===== src/rtl/matrix_input_parser.sv =====
`timescale 1ns/1ps
`default_nettype none
// ============================================================================
// Module   : matrix_input_parser
// Purpose  : Parses ASCII decimal tokens from the UART byte stream and serves
//            matrix store, dimension query and ID query tasks.
// Revision : 1.0 - initial release
// ============================================================================
module matrix_input_parser #(
    parameter int MAX_DIM = 5,
    parameter int MAX_VAL = 9
) (
    input  logic        clk,
    input  logic        rst_n,
    input  logic [7:0]  rx_data,
    input  logic        rx_valid,
    input  logic        en_input,
    input  logic        is_gen_mode,
    input  logic [1:0]  task_mode,
    input  logic        addr_ready,
    input  logic [7:0]  base_addr,
    output logic        dims_valid,
    output logic [31:0] dim_m,
    output logic [31:0] dim_n,
    output logic        id_valid,
    output logic [31:0] id_val,
    output logic        rx_done,
    output logic        error_flag,
    output logic        mem_we,
    output logic [7:0]  mem_addr,
    output logic [7:0]  mem_wdata
);

    localparam logic [3:0] S_IDLE      = 4'd0;
    localparam logic [3:0] S_GET_M     = 4'd1;
    localparam logic [3:0] S_GET_N     = 4'd2;
    localparam logic [3:0] S_WAIT_ADDR = 4'd3;
    localparam logic [3:0] S_FILL_MAN  = 4'd4;
    localparam logic [3:0] S_FILL_GEN  = 4'd5;
    localparam logic [3:0] S_GET_ID    = 4'd6;
    localparam logic [3:0] S_DONE      = 4'd7;
    localparam logic [3:0] S_ERR       = 4'd8;

    localparam logic [7:0] C_MAX_DIM   = 8'(MAX_DIM);
    localparam logic [7:0] C_MAX_VAL   = 8'(MAX_VAL);
    localparam logic [7:0] C_VAL_MOD   = 8'(MAX_VAL + 1);
    localparam logic [7:0] C_LFSR_SEED = 8'hA5;

    logic [3:0]  r_state;
    logic        r_dims_only;
    logic        r_gen;
    logic [7:0]  r_acc;
    logic        r_have_digit;
    logic        r_tok_valid;
    logic        r_tok_err;
    logic [7:0]  r_tok_val;
    logic [7:0]  r_lfsr;
    logic [7:0]  r_base;
    logic [15:0] r_idx;
    logic [7:0]  r_dim_m;
    logic [7:0]  r_dim_n;
    logic [7:0]  r_id;
    logic        r_dims_valid;
    logic        r_id_valid;
    logic        r_rx_done;
    logic        r_error;
    logic        r_mem_we;
    logic [7:0]  r_mem_addr;
    logic [7:0]  r_mem_wdata;

    logic        w_parsing;
    logic        w_is_digit;
    logic        w_is_sep;
    logic [11:0] w_acc_mul;
    logic [7:0]  w_acc_next;
    logic [15:0] w_total;
    logic [15:0] w_idx_next;
    logic        w_last;
    logic        w_dim_ok;
    logic [7:0]  w_gen_data;
    logic        w_lfsr_fb;

    assign w_parsing  = en_input && ((r_state == S_GET_M) || (r_state == S_GET_N) ||
                                     (r_state == S_FILL_MAN) || (r_state == S_GET_ID));
    assign w_is_digit = (rx_data >= 8'h30) && (rx_data <= 8'h39);
    assign w_is_sep   = (rx_data == 8'h20) || (rx_data == 8'h0D) || (rx_data == 8'h0A);
    // Low nibble of an ASCII digit is its value
    assign w_acc_mul  = ({4'b0, r_acc} * 12'd10) + {8'b0, rx_data[3:0]};
    assign w_acc_next = (w_acc_mul > 12'd255) ? 8'hFF : w_acc_mul[7:0];
    assign w_total    = {8'b0, r_dim_m} * {8'b0, r_dim_n};
    assign w_idx_next = r_idx + 16'd1;
    assign w_last     = (w_idx_next == w_total);
    assign w_dim_ok   = (r_tok_val >= 8'd1) && (r_tok_val <= C_MAX_DIM);
    assign w_gen_data = r_lfsr % C_VAL_MOD;
    assign w_lfsr_fb  = r_lfsr[7] ^ r_lfsr[5] ^ r_lfsr[4] ^ r_lfsr[3];

    always_ff @(posedge clk or negedge rst_n) begin
        if (!rst_n) begin
            r_lfsr <= C_LFSR_SEED;
        end else begin
            r_lfsr <= {r_lfsr[6:0], w_lfsr_fb};
        end
    end

    // Tokenizer: a completed token is presented to the FSM one cycle later
    always_ff @(posedge clk or negedge rst_n) begin
        if (!rst_n) begin
            r_acc        <= 8'd0;
            r_have_digit <= 1'b0;
            r_tok_valid  <= 1'b0;
            r_tok_err    <= 1'b0;
            r_tok_val    <= 8'd0;
        end else begin
            r_tok_valid <= 1'b0;
            r_tok_err   <= 1'b0;
            if (!w_parsing) begin
                r_acc        <= 8'd0;
                r_have_digit <= 1'b0;
            end else if (rx_valid) begin
                if (w_is_digit) begin
                    r_acc        <= w_acc_next;
                    r_have_digit <= 1'b1;
                end else if (w_is_sep) begin
                    if (r_have_digit) begin
                        r_tok_valid  <= 1'b1;
                        r_tok_val    <= r_acc;
                        r_acc        <= 8'd0;
                        r_have_digit <= 1'b0;
                    end
                end else begin
                    r_tok_err <= 1'b1;
                end
            end
        end
    end

    always_ff @(posedge clk or negedge rst_n) begin
        if (!rst_n) begin
            r_state      <= S_IDLE;
            r_dims_only  <= 1'b0;
            r_gen        <= 1'b0;
            r_base       <= 8'd0;
            r_idx        <= 16'd0;
            r_dim_m      <= 8'd0;
            r_dim_n      <= 8'd0;
            r_id         <= 8'd0;
            r_dims_valid <= 1'b0;
            r_id_valid   <= 1'b0;
            r_rx_done    <= 1'b0;
            r_error      <= 1'b0;
            r_mem_we     <= 1'b0;
            r_mem_addr   <= 8'd0;
            r_mem_wdata  <= 8'd0;
        end else begin
            r_mem_we   <= 1'b0;
            r_id_valid <= 1'b0;
            r_rx_done  <= 1'b0;
            if (!en_input) begin
                r_state      <= S_IDLE;
                r_dims_valid <= 1'b0;
                r_error      <= 1'b0;
            end else begin
                case (r_state)
                    S_IDLE: begin
                        r_dims_only <= (task_mode == 2'd1) || (task_mode == 2'd3);
                        r_gen       <= is_gen_mode;
                        r_state     <= (task_mode == 2'd2) ? S_GET_ID : S_GET_M;
                    end
                    S_GET_M: begin
                        if (r_tok_err || (r_tok_valid && !w_dim_ok)) begin
                            r_state <= S_ERR;
                            r_error <= 1'b1;
                        end else if (r_tok_valid) begin
                            r_dim_m <= r_tok_val;
                            r_state <= S_GET_N;
                        end
                    end
                    S_GET_N: begin
                        if (r_tok_err || (r_tok_valid && !w_dim_ok)) begin
                            r_state <= S_ERR;
                            r_error <= 1'b1;
                        end else if (r_tok_valid) begin
                            r_dim_n      <= r_tok_val;
                            r_dims_valid <= 1'b1;
                            r_state      <= r_dims_only ? S_DONE : S_WAIT_ADDR;
                        end
                    end
                    S_WAIT_ADDR: begin
                        if (addr_ready) begin
                            r_base       <= base_addr;
                            r_dims_valid <= 1'b0;
                            if (r_gen) begin
                                // First generated element goes out on the sampling edge
                                r_mem_we    <= 1'b1;
                                r_mem_addr  <= base_addr;
                                r_mem_wdata <= w_gen_data;
                                r_idx       <= 16'd1;
                                r_state     <= (w_total == 16'd1) ? S_DONE : S_FILL_GEN;
                            end else begin
                                r_idx   <= 16'd0;
                                r_state <= S_FILL_MAN;
                            end
                        end
                    end
                    S_FILL_MAN: begin
                        if (r_tok_err || (r_tok_valid && (r_tok_val > C_MAX_VAL))) begin
                            r_state <= S_ERR;
                            r_error <= 1'b1;
                        end else if (r_tok_valid) begin
                            r_mem_we    <= 1'b1;
                            r_mem_addr  <= r_base + r_idx[7:0];
                            r_mem_wdata <= r_tok_val;
                            r_idx       <= w_idx_next;
                            if (w_last) begin
                                r_state <= S_DONE;
                            end
                        end
                    end
                    S_FILL_GEN: begin
                        r_mem_we    <= 1'b1;
                        r_mem_addr  <= r_base + r_idx[7:0];
                        r_mem_wdata <= w_gen_data;
                        r_idx       <= w_idx_next;
                        if (w_last) begin
                            r_state <= S_DONE;
                        end
                    end
                    S_GET_ID: begin
                        if (r_tok_err) begin
                            r_state <= S_ERR;
                            r_error <= 1'b1;
                        end else if (r_tok_valid) begin
                            r_id       <= r_tok_val;
                            r_id_valid <= 1'b1;
                            r_state    <= S_DONE;
                        end
                    end
                    S_DONE: begin
                        r_rx_done    <= 1'b1;
                        r_dims_valid <= 1'b0;
                        r_state      <= S_IDLE;
                    end
                    S_ERR: begin
                        r_error <= 1'b1;
                    end
                    default: begin
                        r_state <= S_IDLE;
                    end
                endcase
            end
        end
    end

    assign dims_valid = r_dims_valid;
    assign dim_m      = {24'd0, r_dim_m};
    assign dim_n      = {24'd0, r_dim_n};
    assign id_valid   = r_id_valid;
    assign id_val     = {24'd0, r_id};
    assign rx_done    = r_rx_done;
    assign error_flag = r_error;
    assign mem_we     = r_mem_we;
    assign mem_addr   = r_mem_addr;
    assign mem_wdata  = r_mem_wdata;

endmodule
`default_nettype wire


===== config.mk =====
export PLATFORM = sky130hd
export DESIGN_NAME = matrix_input_parser
export DESIGN_NICKNAME = d
export VERILOG_FILES = /design/src/rtl/matrix_input_parser.sv
export SDC_FILE = /design/constraint.sdc
export NUM_CORES = 1
export LEC_CHECK = 0
export CAP_MARGIN = 20
export CORE_UTILIZATION = 30
export CTS_BUF_LIST = sky130_fd_sc_hd__clkbuf_4
export DETAILED_ROUTE_END_ITERATION = 6
export GPL_TIMING_DRIVEN = 0
export PLACE_DENSITY = 0.6
export SLEW_MARGIN = 15
export SYNTH_ARGS = -nofsm -noshare
export SYNTH_HDL_FRONTEND = slang
export SYNTH_SLANG_ARGS = --single-unit

===== constraint.sdc =====
create_clock -name clk -period 6.12 [get_ports clk]
set_clock_uncertainty 0.15 [all_clocks]
set_input_delay 0.612 -clock clk [delete_from_list [all_inputs] [get_ports clk]]
set_output_delay 0.612 -clock clk [all_outputs]
set_load 0.005 [all_outputs]

==> report_table.html, run 1 <==
<table>
<tr><th>Metric</th><th>Value</th></tr>
<tr><th colspan="2">Pwr</th></tr>
<tr><td>Pwr per Cell Area</td><td>roughly 180 nW/um^2</td></tr>
<tr><td>Internal Dissipation</td><td>1.14 mW</td></tr>
<tr><td>Peak ir drop on the vdd network</td><td>around 0.000083 V</td></tr>
<tr><td>Comb pwr share</td><td>0.351</td></tr>
<tr><td>Leakage Power</td><td>between 4 and 5 nW</td></tr>
<tr><td>Switching Share</td><td>0.373</td></tr>
<tr><td>Net switching power figure</td><td>slightly below 0.7 mW</td></tr>
<tr><td>Clock network fraction of design power</td><td>0.198</td></tr>
<tr><td>Reg power frac</td><td>0.451</td></tr>
<tr><th colspan="2">Floorplan</th></tr>
<tr><td>Die outline height</td><td>between 150 and 200 microns</td></tr>
<tr><td>Floorplan die area</td><td>roughly 29000 sq um</td></tr>
<tr><td>Number of core rows</td><td>61</td></tr>
<tr><td>CORE AREA</td><td>28000 sq um</td></tr>
<tr><td>Initial cell density of the core</td><td>0.307</td></tr>
<tr><td>Top-level port count</td><td>between 100 and 150</td></tr>
<tr><td>Die extent in x</td><td>between 150 and 200 microns</td></tr>
<tr><th colspan="2">Clocking</th></tr>
<tr><td>Later-pin clock latency in the skew report</td><td>approximately 0.5 ns</td></tr>
<tr><td>CTS tree</td><td>yes</td></tr>
<tr><td>Clk buf depth</td><td>2</td></tr>
<tr><td>CTS sink count</td><td>roughly 100</td></tr>
<tr><td>Inserted Clock Buffers</td><td>9</td></tr>
<tr><td>CTS-repair resized insts</td><td>0</td></tr>
<tr><td>Clock H-tree levels</td><td>3</td></tr>
<tr><td>Total of hold buffers inserted after clock tree synthesis</td><td>1</td></tr>
<tr><td>Clock input transition at the sequential cells of the worst setup and hold paths</td><td>~0.19 ns</td></tr>
<tr><td>Setup Fix Bufs, Post-CTS</td><td>0</td></tr>
<tr><td>Clock tree root buffer cell</td><td>sky130_fd_sc_hd__clkbuf_4</td></tr>
<tr><th colspan="2">Setup path</th></tr>
<tr><td>Critical Path Sink</td><td>r_state[1]</td></tr>
<tr><td>Startpoint type of the worst setup path</td><td>register</td></tr>
<tr><td>Critical-path cell list</td><td>and2_1 &gt; fa_1 &gt; inv_1 &gt; fa_1 &gt; fa_1 &gt; fa_1 &gt; inv_1 &gt; ha_1 &gt; or3_4 &gt; and4_4 &gt; a221o_1 &gt; xnor2_1 &gt; or4_1 &gt; nor4_2 &gt; o31ai_1 &gt; o211ai_2</td></tr>
<tr><td>Setup crit start</td><td>r_dim_m[1]</td></tr>
<tr><td>Required arrival time at the worst endpoint</td><td>between 6 and 7 ns</td></tr>
<tr><td>Worst-path cell with the longest stage delay</td><td>sky130_fd_sc_hd__fa_1</td></tr>
<tr><td>Critical Path Stages</td><td>16</td></tr>
<tr><td>WP buf/inv</td><td>2</td></tr>
<tr><td>Cell repeated most along the worst path</td><td>sky130_fd_sc_hd__fa_1</td></tr>
<tr><td>End of the worst register-to-register path</td><td>r_state[1]</td></tr>
<tr><td>FF-to-FF Start</td><td>r_dim_m[1]</td></tr>
<tr><td>Worst path arrival time</td><td>between 6 and 7 ns</td></tr>
<tr><td>Endpoint kind of the worst setup timing path</td><td>register</td></tr>
<tr><td>Worst path max stage delay</td><td>roughly 0.55 ns</td></tr>
<tr><td>Worst R2R Setup Slack</td><td>0.24 ns</td></tr>
<tr><td>Cells on worst reg2reg path</td><td>16</td></tr>
<tr><td>Top cell family by delay on the critical path</td><td>adder cells</td></tr>
<tr><td>Maximum net fanout on the critical path</td><td>10</td></tr>
<tr><td>Type of the worst setup path</td><td>register to register</td></tr>
<tr><th colspan="2">Timing</th></tr>
<tr><td>Achievable frequency</td><td>about 170 MHz</td></tr>
<tr><td>Final setup violation count</td><td>0</td></tr>
<tr><td>Headroom to the max-slew limit</td><td>0.388</td></tr>
<tr><td>Number of hold-slack violations in the final timing report</td><td>0</td></tr>
<tr><td>Pins Over Slew Limit</td><td>0</td></tr>
<tr><td>Slew at the pin closest to its max-slew limit</td><td>0.906 ns</td></tr>
<tr><td>Time the worst path needs with I/O delays and setup</td><td>5.88 ns</td></tr>
<tr><td>Setup repair after global routing missed its margin</td><td>false</td></tr>
<tr><td>Summed negative setup slack over all endpoints</td><td>0 ns</td></tr>
<tr><td>Final worst-path cycle share</td><td>0.961</td></tr>
<tr><td>Final hold slack</td><td>roughly 0.24 ns</td></tr>
<tr><th colspan="2">Global route</th></tr>
<tr><td>GR Overflow Total</td><td>0</td></tr>
<tr><td>Largest net degree at the start of global routing</td><td>slightly below 80</td></tr>
<tr><td>Antenna violations before repair</td><td>1</td></tr>
<tr><td>Gr usage total</td><td>0.134</td></tr>
<tr><td>Global-route wire length before repair</td><td>between 30 and 40 mm</td></tr>
<tr><td>Number of global-route vias before repair</td><td>between 6000 and 7000</td></tr>
<tr><th colspan="2">Routing</th></tr>
<tr><td>Vias</td><td>between 6000 and 7000</td></tr>
<tr><td>Drt drc</td><td>0</td></tr>
<tr><td>Detailed-routed wire length on met2</td><td>between 9 and 10 mm</td></tr>
<tr><td>Wire length on met3</td><td>549 microns</td></tr>
<tr><td>Vias per cell</td><td>roughly 4.6</td></tr>
<tr><td>Routed wire length</td><td>about 19 mm</td></tr>
<tr><td>Length of routed wiring on met1</td><td>8.92 mm</td></tr>
<tr><td>DR top layer</td><td>met4</td></tr>
<tr><td>Drt wl/cell</td><td>13.1 microns</td></tr>
<tr><td>Number of DRC markers after the initial detailed-route iteration</td><td>about 340</td></tr>
<tr><td>DR pass1 iterations</td><td>4</td></tr>
<tr><td>Antenna Nets Post-Route</td><td>0</td></tr>
<tr><th colspan="2">Place</th></tr>
<tr><td>Final GP Congestion</td><td>between 0.8 and 0.9</td></tr>
<tr><td>Count of input and output buffers</td><td>between 60 and 70</td></tr>
<tr><td>HPWL after detailed placement</td><td>15.1 mm</td></tr>
<tr><th colspan="2">Final layout</th></tr>
<tr><td>Fraction of final layout cells sized beyond drive strength 1</td><td>0.130</td></tr>
<tr><td>Most common cell after layout, fill and taps aside</td><td>sky130_fd_sc_hd__dfrtp_1</td></tr>
<tr><td>Highest-count cells in the layout ignoring fill and taps</td><td>98 x sky130_fd_sc_hd__dfrtp_1, 72 x sky130_fd_sc_hd__buf_4, 72 x sky130_fd_sc_hd__conb_1, 69 x sky130_fd_sc_hd__and2_1, 68 x sky130_fd_sc_hd__inv_1</td></tr>
<tr><td>Layout-stage area growth over the synthesis result</td><td>18.5%</td></tr>
<tr><td>Post-layout nets</td><td>1197</td></tr>
<tr><th colspan="2">Synth</th></tr>
<tr><td>Synth Area per Inst</td><td>around 9.3 sq um</td></tr>
<tr><td>Number of synthesized flops with an enable pin</td><td>0</td></tr>
<tr><td>Post-synthesis cell type count</td><td>70</td></tr>
<tr><td>Netlist Area Pre-Place</td><td>around 8600 sq um</td></tr>
<tr><td>Number of warnings reported in the yosys synthesis log</td><td>0</td></tr>
<tr><td>Synthesized instance count</td><td>923</td></tr>
<tr><td>Share of flip-flops with an asynchronous set or reset</td><td>1.00</td></tr>
<tr><td>Seq/Total Area, Yosys</td><td>0.297</td></tr>
<tr><td>Top_reg_cell synth</td><td>sky130_fd_sc_hd__dfrtp_1</td></tr>
<tr><td>Number of register bits inferred by synthesis</td><td>between 100 and 150</td></tr>
<tr><th colspan="2">Job</th></tr>
<tr><td>Max-cap check violation count</td><td>0</td></tr>
<tr><th colspan="2">Worst hold path</th></tr>
<tr><td>Min-delay worst type</td><td>register to register</td></tr>
<tr><th colspan="2">Run status</th></tr>
<tr><td>Run status</td><td>completed</td></tr>
</table>
==> cells by family (layout without fill, tap and decap cells) <==
| family | after synthesis | in the layout | share of synthesized area |
|---|---|---|---|
| AO/OA/AOI/OAI | 165 | 165 | 0.128 |
| XOR/XNOR | 57 | 57 | 0.0580 |
| adder cells (fa/ha/maj) | 98 | 98 | 0.176 |
| buffers and inverters | 160 | 246 | 0.102 |
| flip-flops | 102 | 102 | 0.297 |
| multiplexers | 40 | 40 | 0.0513 |
| other | 1 | 73 | 0.000435 |
| AND/OR/NAND/NOR | 300 | 300 | 0.187 |
==> power by group through the flow <==
stage	registers (mW)	logic, mW	clock network (mW)
detailed placement	0.834	0.639	0
CTS	0.821	0.643	0.378
finish	0.821	0.640	0.361
global route	0.832	0.723	0.400
global placement	0.833	0.631	0
floorplan	0.817	0.436	0
==> state kept, by name, indices dropped and copies added, names as in the netlist, 4 cells and up <==
| register | cells |
|---|---|
| mem_wdata | 8 |
| r_idx | 16 |
| r_base | 8 |
| r_dim_n | 8 |
| r_id | 8 |
| r_tok_val | 8 |
| r_lfsr | 8 |
| mem_addr | 8 |
| r_acc | 8 |
| r_state | 4 |
| r_dim_m | 8 |
==> synth_stat cells (all sizes together) (11+ instances only) <==
library cell   n  area (sq um)
a21o          11          82.6
a21oi         30           150
and2          69           432
buf           75           556
clkbuf        17          63.8
dfrtp         98          2450
fa            39           781
ha            59           738
inv           68           255
mux2          33           372
nand2         55           206
nand3         17          85.1
nor2          61           229
nor2b         19           119
nor3          15          75.1
o21ai         50           250
xnor2         41           359
xor2          16           140
==> stage by stage <==
step	util	std cells	cell area, sq um	worst slack [ns]	power [mW]
3_5_place_dp	0.359	1441	10100	0.340	1.47
5_1_grt	0.364	1459	10200	0.0231	1.95
3_3_place_gp	0.358	1440	10000	0.0358	1.46
2_1_floorplan	-	994	8880	0.807	1.25
4_1_cts	0.364	1458	10200	0.277	1.84
6_report	0.364	1459	10200	0.237	1.82
==> worst min-delay path by stage <==
stage	slack [ns]	start	depth (start not counted)	end
after detailed placement	0.22	r_lfsr[6]	0	r_lfsr[7]
final	0.24	r_lfsr[6]	0	r_lfsr[7]
after global routing	0.25	r_lfsr[6]	0	r_lfsr[7]
after floorplan	0.17	rst_n	0	dims_valid
after CTS	0.24	r_lfsr[6]	0	r_lfsr[7]
after global placement	0.21	r_lfsr[6]	0	r_lfsr[7]
==> per-layer routing <==
metal,vias up,GRT usage
met3,20,0.0202
li1,3358,-
met5,-,0
met2,107,0.227
met1,3222,0.175
met4,0,0.0450
==> area by class of cell <==
| class | instances | area [sq um] |
|---|---|---|
| multi-input combinational | 732 | 5450 |
| tap | 378 | 473 |
| fill | 2880 | 17800 |
| clock buffer | 10 | 75.1 |
| buffer | 92 | 619 |
| clock inverter | 6 | 57.6 |
| inverter | 68 | 255 |
| antenna | 1 | 2.50 |
| timing repair buffer | 70 | 719 |
| sequential | 102 | 2560 |
Note: power is estimated with default switching activity, not from simulation.
==> run 2, diff against run 1 <==
--- a/config.mk
+++ b/config.mk
@@ -7,7 +7,7 @@
 export LEC_CHECK = 0
 export CAP_MARGIN = 20
 export CORE_UTILIZATION = 30
-export CTS_BUF_LIST = sky130_fd_sc_hd__clkbuf_4
+export CTS_BUF_LIST = sky130_fd_sc_hd__clkbuf_16
 export DETAILED_ROUTE_END_ITERATION = 6
 export GPL_TIMING_DRIVEN = 0
 export PLACE_DENSITY = 0.6
==> run 2 against run 1 <==
Compared with the run above:
- final area up 1.5%
- count of clock-buffer cells in the layout down 1
- first-iteration DRC count decreased by 12%
- sequential share of layout area fell by 0.37 points
- register-to-register slack better by 0.03 ns
- flip-flop and latch count unchanged
- worst setup slack better by 0.027 ns
- core utilization up 0.54 points
- worst hold slack lost 0.014 ns
- total power increased by 12%
==> report_table.html, run 2 (same netlist as run 1, synthesis figures left out) <==
<table>
<tr><th>Metric</th><th>Value</th></tr>
<tr><th colspan="2">Run status</th></tr>
<tr><td>Run status</td><td>completed</td></tr>
<tr><th colspan="2">Place</th></tr>
<tr><td>Count of input and output buffers</td><td>68</td></tr>
<tr><td>Final GP Congestion</td><td>0.877</td></tr>
<tr><td>HPWL after detailed placement</td><td>15.1 mm</td></tr>
<tr><th colspan="2">Global route</th></tr>
<tr><td>Global-route wire length before repair</td><td>roughly 32 mm</td></tr>
<tr><td>Number of global-route vias before repair</td><td>roughly 6400</td></tr>
<tr><td>GR Overflow Total</td><td>0</td></tr>
<tr><td>Largest net degree at the start of global routing</td><td>78</td></tr>
<tr><td>Gr usage total</td><td>0.135</td></tr>
<tr><td>Antenna violations before repair</td><td>0</td></tr>
<tr><th colspan="2">Final layout</th></tr>
<tr><td>Most common cell after layout, fill and taps aside</td><td>sky130_fd_sc_hd__dfrtp_1</td></tr>
<tr><td>Fraction of final layout cells sized beyond drive strength 1</td><td>0.129</td></tr>
<tr><td>Layout-stage area growth over the synthesis result</td><td>20.3%</td></tr>
<tr><td>Highest-count cells in the layout ignoring fill and taps</td><td>98 x sky130_fd_sc_hd__dfrtp_1, 72 x sky130_fd_sc_hd__buf_4, 72 x sky130_fd_sc_hd__conb_1, 69 x sky130_fd_sc_hd__and2_1, 69 x sky130_fd_sc_hd__inv_1</td></tr>
<tr><td>Top register by number of flip-flops</td><td>r_idx</td></tr>
<tr><td>Post-layout nets</td><td>roughly 1200</td></tr>
<tr><td>Flip-flop count of the largest register after layout</td><td>16</td></tr>
<tr><td>Total of fill cells in the finished design</td><td>between 2000 and 3000</td></tr>
<tr><td>Number of diodes added for antenna fixing</td><td>0</td></tr>
<tr><th colspan="2">Routing</th></tr>
<tr><td>DR pass1 iterations</td><td>5</td></tr>
<tr><td>DR top layer</td><td>met4</td></tr>
<tr><td>Wire length on met3</td><td>about 530 microns</td></tr>
<tr><td>Vias</td><td>approximately 6700</td></tr>
<tr><td>Vias per cell</td><td>4.60</td></tr>
<tr><td>Drt drc</td><td>0</td></tr>
<tr><td>Routed wire length</td><td>roughly 19 mm</td></tr>
<tr><td>Antenna Nets Post-Route</td><td>0</td></tr>
<tr><td>Drt wl/cell</td><td>roughly 13 microns</td></tr>
<tr><td>Number of DRC markers after the initial detailed-route iteration</td><td>a little under 300</td></tr>
<tr><td>Detailed-routed wire length on met2</td><td>between 9 and 10 mm</td></tr>
<tr><td>Length of routed wiring on met1</td><td>slightly below 9 mm</td></tr>
<tr><th colspan="2">Timing</th></tr>
<tr><td>Final worst-path cycle share</td><td>0.957</td></tr>
<tr><td>Pins Over Slew Limit</td><td>0</td></tr>
<tr><td>Time the worst path needs with I/O delays and setup</td><td>~5.9 ns</td></tr>
<tr><td>Headroom to the max-slew limit</td><td>0.361</td></tr>
<tr><td>Setup repair after global routing missed its margin</td><td>false</td></tr>
<tr><td>Number of hold-slack violations in the final timing report</td><td>0</td></tr>
<tr><td>Slew at the pin closest to its max-slew limit</td><td>0.946 ns</td></tr>
<tr><td>Achievable frequency</td><td>about 170 MHz</td></tr>
<tr><td>Summed negative setup slack over all endpoints</td><td>0 ns</td></tr>
<tr><td>Final setup violation count</td><td>0</td></tr>
<tr><td>Final hold slack</td><td>~0.23 ns</td></tr>
<tr><th colspan="2">Floorplan</th></tr>
<tr><td>Floorplan die area</td><td>slightly below 30000 sq um</td></tr>
<tr><td>Number of core rows</td><td>just over 60</td></tr>
<tr><td>Top-level port count</td><td>approximately 140</td></tr>
<tr><td>Die extent in x</td><td>roughly 170 microns</td></tr>
<tr><td>CORE AREA</td><td>28000 sq um</td></tr>
<tr><td>Die outline height</td><td>approximately 170 microns</td></tr>
<tr><td>Initial cell density of the core</td><td>0.307</td></tr>
<tr><th colspan="2">Setup path</th></tr>
<tr><td>Maximum net fanout on the critical path</td><td>10</td></tr>
<tr><td>Worst path arrival time</td><td>between 5 and 6 ns</td></tr>
<tr><td>Required arrival time at the worst endpoint</td><td>~6.3 ns</td></tr>
<tr><td>Type of the worst setup path</td><td>register to register</td></tr>
<tr><td>Startpoint type of the worst setup path</td><td>register</td></tr>
<tr><td>Endpoint kind of the worst setup timing path</td><td>register</td></tr>
<tr><th colspan="2">Pwr</th></tr>
<tr><td>Pwr per Cell Area</td><td>197 nW/um^2</td></tr>
<tr><td>Leakage Power</td><td>about 5.0 nW</td></tr>
<tr><td>Peak ir drop on the vdd network</td><td>approximately 0.00014 V</td></tr>
<tr><td>Overall power after layout</td><td>a little over 2 mW</td></tr>
<tr><th colspan="2">Clocking</th></tr>
<tr><td>Clock H-tree levels</td><td>3</td></tr>
<tr><td>Later-pin clock latency in the skew report</td><td>0.36 ns</td></tr>
<tr><td>Setup Fix Bufs, Post-CTS</td><td>0</td></tr>
<tr><td>CTS sink count</td><td>between 100 and 150</td></tr>
<tr><td>Clk buf depth</td><td>2</td></tr>
<tr><td>Clock tree root buffer cell</td><td>sky130_fd_sc_hd__clkbuf_16</td></tr>
<tr><td>CTS tree</td><td>yes</td></tr>
<tr><td>Clock input transition at the sequential cells of the worst setup and hold paths</td><td>approximately 0.08 ns</td></tr>
<tr><td>CTS-repair resized insts</td><td>0</td></tr>
<tr><td>Inserted Clock Buffers</td><td>9</td></tr>
<tr><th colspan="2">Worst hold path</th></tr>
<tr><td>Min-delay worst type</td><td>register to register</td></tr>
<tr><th colspan="2">Job</th></tr>
<tr><td>Max-cap check violation count</td><td>0</td></tr>
</table>
-- run 2: critical path, stage by stage, from the launching register on --
cell and delay [ns]:
sky130_fd_sc_hd__dfrtp_1 0.50, sky130_fd_sc_hd__and2_1 0.24, sky130_fd_sc_hd__fa_1 0.54, sky130_fd_sc_hd__inv_1 0.06, sky130_fd_sc_hd__fa_1 0.51, sky130_fd_sc_hd__fa_1 0.53, sky130_fd_sc_hd__fa_1 0.55, sky130_fd_sc_hd__inv_1 0.04
sky130_fd_sc_hd__ha_1 0.36, sky130_fd_sc_hd__or3_4 0.44, sky130_fd_sc_hd__and4_4 0.20, sky130_fd_sc_hd__a221o_1 0.36, sky130_fd_sc_hd__xnor2_1 0.17, sky130_fd_sc_hd__or4_1 0.55, sky130_fd_sc_hd__nor4_2 0.34, sky130_fd_sc_hd__o31ai_1 0.14
sky130_fd_sc_hd__o211ai_2 0.09
-- run 2: power breakdown --
group	switching (mW)	leakage, nW	internal [mW]
registers	0.0709	1.39	0.750
clock network	0.287	0.146	0.287
logic	0.349	3.51	0.292
total	0.707	5.04	1.33
-- run 2: what timing repair did --
item	CTS	global route
hold buffers	1	0
endpoints found under the setup margin	0	0
hold endpoints to repair	25	0
-- run 2: metal layers --
metal / track usage / vias up
met3: 0.0186 / 24
met5: 0 / -
met4: 0.0516 / 0
li1: - / 3351
met1: 0.176 / 3215
met2: 0.227 / 111
-- run 2: layout make-up --
| class | count | area, sq um | share of cell area |
|---|---|---|---|
| Clock inverter | 7 | 61.3 | 0.00592 |
| Sequential cell | 102 | 2560 | 0.247 |
| Clock buffer | 9 | 225 | 0.0217 |
| Inverter | 68 | 255 | 0.0246 |
| Tap cell | 378 | 473 | 0.0457 |
| Buffer | 92 | 619 | 0.0598 |
| Timing Repair Buffer | 70 | 719 | 0.0695 |
| Multi-Input combinational cell | 732 | 5450 | 0.526 |
-- run 2: final timing paths --
path	startpoint	end	slack [ns]	cells past startpoint
max in group asynchronous	rst_n	r_dim_m[3]	4.58	3
setup reg to reg	r_dim_m[1]	r_state[1]	0.26	16
hold reg to reg	r_lfsr[6]	r_lfsr[7]	0.23	0
setup / recovery	r_dim_m[1]	r_state[1]	0.26	16
hold / removal	r_lfsr[6]	r_lfsr[7]	0.23	0
min in group asynchronous	rst_n	r_idx[11]	0.54	2
-- run 2: through the flow --
stage | setup slack [ns] | area [sq um] | util | cells
global route | 0.0374 | 10400 | 0.370 | 1458
CTS | 0.290 | 10400 | 0.370 | 1458
finish | 0.265 | 10400 | 0.370 | 1458
global placement | 0.0358 | 10000 | 0.358 | 1440
detailed placement | 0.340 | 10100 | 0.359 | 1441
floorplan | 0.807 | 8880 | - | 994
==> run 3, diff against run 2 <==
--- a/config.mk
+++ b/config.mk
@@ -6,6 +6,7 @@
 export NUM_CORES = 1
 export LEC_CHECK = 0
 export CAP_MARGIN = 20
+export CORE_MARGIN = 5
 export CORE_UTILIZATION = 30
 export CTS_BUF_LIST = sky130_fd_sc_hd__clkbuf_16
 export DETAILED_ROUTE_END_ITERATION = 6
==> run 3 against run 2 <==
Compared with the run above:
- largest power group unchanged
- core utilization decreased by 0.61 points
- register-to-register slack about the same
- final area increased by 0.23%
- maximum frequency decreased by 0.15%
- via count about the same
- sequential share of layout area decreased by 0.057 points
- cell count increased by 0.41%
- count of clock-buffer cells in the layout unchanged
==> report_table.html, run 3 (same netlist as run 1, synthesis figures left out) <==
<table>
<tr><th>Metric</th><th>Value</th></tr>
<tr><th colspan="2">Setup path</th></tr>
<tr><td>FF-to-FF Start</td><td>r_dim_m[1]</td></tr>
<tr><td>Worst path max stage delay</td><td>~0.56 ns</td></tr>
<tr><td>Maximum net fanout on the critical path</td><td>10</td></tr>
<tr><td>Startpoint type of the worst setup path</td><td>register</td></tr>
<tr><td>Type of the worst setup path</td><td>register to register</td></tr>
<tr><td>Worst path arrival time</td><td>around 6.0 ns</td></tr>
<tr><td>Cells on worst reg2reg path</td><td>16</td></tr>
<tr><td>End of the worst register-to-register path</td><td>r_state[1]</td></tr>
<tr><td>Worst-path cell with the longest stage delay</td><td>sky130_fd_sc_hd__or4_1</td></tr>
<tr><td>Required arrival time at the worst endpoint</td><td>6.25 ns</td></tr>
<tr><td>Worst R2R Setup Slack</td><td>roughly 0.26 ns</td></tr>
<tr><td>Endpoint kind of the worst setup timing path</td><td>register</td></tr>
<tr><td>WP buf/inv</td><td>2</td></tr>
<tr><td>Setup crit start</td><td>r_dim_m[1]</td></tr>
<tr><td>Top cell family by delay on the critical path</td><td>adder cells</td></tr>
<tr><td>Cell repeated most along the worst path</td><td>sky130_fd_sc_hd__fa_1</td></tr>
<tr><td>Critical-path cell list</td><td>and2_1 &gt; fa_1 &gt; inv_1 &gt; fa_1 &gt; fa_1 &gt; fa_1 &gt; inv_1 &gt; ha_1 &gt; or3_4 &gt; and4_4 &gt; a221o_1 &gt; xnor2_1 &gt; or4_1 &gt; nor4_2 &gt; o31ai_1 &gt; o211ai_2</td></tr>
<tr><th colspan="2">Final layout</th></tr>
<tr><td>Fraction of final layout cells sized beyond drive strength 1</td><td>0.129</td></tr>
<tr><td>Post-layout nets</td><td>about 1200</td></tr>
<tr><td>FF/Latch Area</td><td>around 2600 sq um</td></tr>
<tr><td>Total of fill cells in the finished design</td><td>roughly 3000</td></tr>
<tr><td>Flip-flop count of the largest register after layout</td><td>16</td></tr>
<tr><td>Layout-stage area growth over the synthesis result</td><td>20.5%</td></tr>
<tr><td>Multi-input combinational cell area</td><td>between 5000 and 6000 sq um</td></tr>
<tr><td>Highest-count cells in the layout ignoring fill and taps</td><td>98 x sky130_fd_sc_hd__dfrtp_1, 72 x sky130_fd_sc_hd__buf_4, 72 x sky130_fd_sc_hd__conb_1, 69 x sky130_fd_sc_hd__and2_1, 68 x sky130_fd_sc_hd__inv_1</td></tr>
<tr><td>Number of diodes added for antenna fixing</td><td>0</td></tr>
<tr><td>Top register by number of flip-flops</td><td>r_idx</td></tr>
<tr><td>Most common cell after layout, fill and taps aside</td><td>sky130_fd_sc_hd__dfrtp_1</td></tr>
<tr><th colspan="2">Routing</th></tr>
<tr><td>Vias</td><td>~6700</td></tr>
<tr><td>Antenna Nets Post-Route</td><td>0</td></tr>
<tr><td>DR pass1 iterations</td><td>4</td></tr>
<tr><td>Drt wl/cell</td><td>about 14 microns</td></tr>
<tr><td>Vias per cell</td><td>4.58</td></tr>
<tr><td>Routed wire length</td><td>20.0 mm</td></tr>
<tr><td>Number of DRC markers after the initial detailed-route iteration</td><td>roughly 250</td></tr>
<tr><td>Drt drc</td><td>0</td></tr>
<tr><th colspan="2">Timing</th></tr>
<tr><td>Slew at the pin closest to its max-slew limit</td><td>0.882 ns</td></tr>
<tr><td>Time the worst path needs with I/O delays and setup</td><td>roughly 6 ns</td></tr>
<tr><td>Final worst-path cycle share</td><td>0.958</td></tr>
<tr><td>Achievable frequency</td><td>171 MHz</td></tr>
<tr><td>Number of hold-slack violations in the final timing report</td><td>0</td></tr>
<tr><td>Pins Over Slew Limit</td><td>0</td></tr>
<tr><td>Headroom to the max-slew limit</td><td>0.405</td></tr>
<tr><td>Final setup violation count</td><td>0</td></tr>
<tr><td>Summed negative setup slack over all endpoints</td><td>0 ns</td></tr>
<tr><td>Setup repair after global routing missed its margin</td><td>false</td></tr>
<tr><th colspan="2">Pwr</th></tr>
<tr><td>Overall power after layout</td><td>roughly 2.1 mW</td></tr>
<tr><td>Peak ir drop on the vdd network</td><td>between 0.0001 and 0.00015 V</td></tr>
<tr><td>Pwr per Cell Area</td><td>199 nW/um^2</td></tr>
<tr><td>Leakage Power</td><td>5.04 nW</td></tr>
<tr><th colspan="2">Place</th></tr>
<tr><td>Count of input and output buffers</td><td>just under 70</td></tr>
<tr><td>Final GP Congestion</td><td>0.867</td></tr>
<tr><td>HPWL after detailed placement</td><td>~16 mm</td></tr>
<tr><th colspan="2">Global route</th></tr>
<tr><td>Antenna violations before repair</td><td>1</td></tr>
<tr><td>Global Route met2 Usage</td><td>0.217</td></tr>
<tr><td>Met1 track utilization from global routing</td><td>0.158</td></tr>
<tr><td>Global-route track usage on met3</td><td>0.0263</td></tr>
<tr><td>Number of global-route vias before repair</td><td>about 7000</td></tr>
<tr><td>Gr usage total</td><td>0.125</td></tr>
<tr><td>Largest net degree at the start of global routing</td><td>65</td></tr>
<tr><td>Busiest metal layer after global routing</td><td>met2</td></tr>
<tr><td>Global-route wire length before repair</td><td>between 30 and 40 mm</td></tr>
<tr><td>GR Overflow Total</td><td>0</td></tr>
<tr><th colspan="2">Clocking</th></tr>
<tr><td>CTS sink count</td><td>102</td></tr>
<tr><td>Clock H-tree levels</td><td>3</td></tr>
<tr><td>Later-pin clock latency in the skew report</td><td>0.36 ns</td></tr>
<tr><td>Clock input transition at the sequential cells of the worst setup and hold paths</td><td>0.07 ns</td></tr>
<tr><td>CTS tree</td><td>yes</td></tr>
<tr><td>Clock tree root buffer cell</td><td>sky130_fd_sc_hd__clkbuf_16</td></tr>
<tr><td>Inserted Clock Buffers</td><td>9</td></tr>
<tr><td>Clk buf depth</td><td>2</td></tr>
<tr><td>CTS-repair resized insts</td><td>0</td></tr>
<tr><th colspan="2">Job</th></tr>
<tr><td>Max-cap check violation count</td><td>0</td></tr>
<tr><th colspan="2">Floorplan</th></tr>
<tr><td>Number of core rows</td><td>a little over 60</td></tr>
<tr><td>Initial cell density of the core</td><td>0.302</td></tr>
<tr><td>CORE AREA</td><td>approximately 29000 sq um</td></tr>
<tr><td>Die outline height</td><td>around 180 microns</td></tr>
<tr><td>Floorplan die area</td><td>~32000 sq um</td></tr>
<tr><td>Top-level port count</td><td>between 100 and 150</td></tr>
<tr><td>Die extent in x</td><td>about 180 microns</td></tr>
<tr><th colspan="2">Worst hold path</th></tr>
<tr><td>Worst hold path cell count</td><td>0</td></tr>
<tr><td>Hold path endpoint</td><td>r_lfsr[7]</td></tr>
<tr><td>Hold Crit Start</td><td>r_lfsr[6]</td></tr>
<tr><td>Min-delay worst type</td><td>register to register</td></tr>
<tr><th colspan="2">Run status</th></tr>
<tr><td>Run status</td><td>completed</td></tr>
</table>
run 3: changes by cell type in the layout (fill, tap and decap cells not counted):
cell	before	now
sky130_fd_sc_hd__bufinv_16	0	1
sky130_fd_sc_hd__clkinv_1	0	1
sky130_fd_sc_hd__clkinv_4	0	2
sky130_fd_sc_hd__inv_1	69	68
sky130_fd_sc_hd__inv_6	4	3
sky130_fd_sc_hd__inv_8	2	0
run 3: area by class of cell:
| type | count | share of cell area |
|---|---|---|
| repair buffers | 70 | 0.0693 |
| well taps | 384 | 0.0463 |
| multi-input cells | 732 | 0.525 |
| clock inverters | 7 | 0.00747 |
| plain buffers | 92 | 0.0597 |
| flip-flops and latches | 102 | 0.246 |
| clock buffers | 9 | 0.0217 |
| inverters | 68 | 0.0246 |
run 3: what timing repair did:
action | CTS | global route
setup buffers | 0 | 0
hold endpoints to repair | 3 | 0
endpoints found under the setup margin | 0 | 0
hold buffers | 1 | 0
run 3: power breakdown:
part	switching (mW)	leakage [nW]	total (mW)	internal [mW]
combinational	0.348	3.51	0.640	0.292
sequential	0.0715	1.39	0.822	0.750
clock	0.277	0.148	0.599	0.322
total	0.697	5.04	2.06	1.36
run 3: per-stage QoR:
step           cells  cell area [sq um]  utilization  setup slack (ns)  hold slack [ns]
2_1_floorplan    994               8880            -             0.807            0.166
3_3_place_gp    1446              10000        0.352             0.221            0.207
3_5_place_dp    1447              10100        0.353             0.291            0.212
4_1_cts         1464              10400        0.364             0.250            0.230
5_1_grt         1464              10400        0.364            0.0761            0.259
6_report        1464              10400        0.364             0.256            0.227
run 3: worst max path at each step:
stage                              end  slack, ns  depth (start not counted)
after floorplan             r_state[1]       0.81                         16
after global placement    r_tok_val[7]       0.22                          1
after detailed placement    r_state[1]       0.29                         16
after CTS                   r_state[1]       0.25                         16
after global routing        r_state[1]       0.08                         16
final                       r_state[1]       0.26                         16
run 3: routing by layer:
metal | vias up | wire length [microns] | part of all wire
met4 | 2 | 381 | 0.019
met3 | 29 | 953 | 0.048
met1 | 3205 | 8620 | 0.43
li1 | 3359 | - | -
met2 | 111 | 9980 | 0.50
met5 | - | 13 | 0.00065
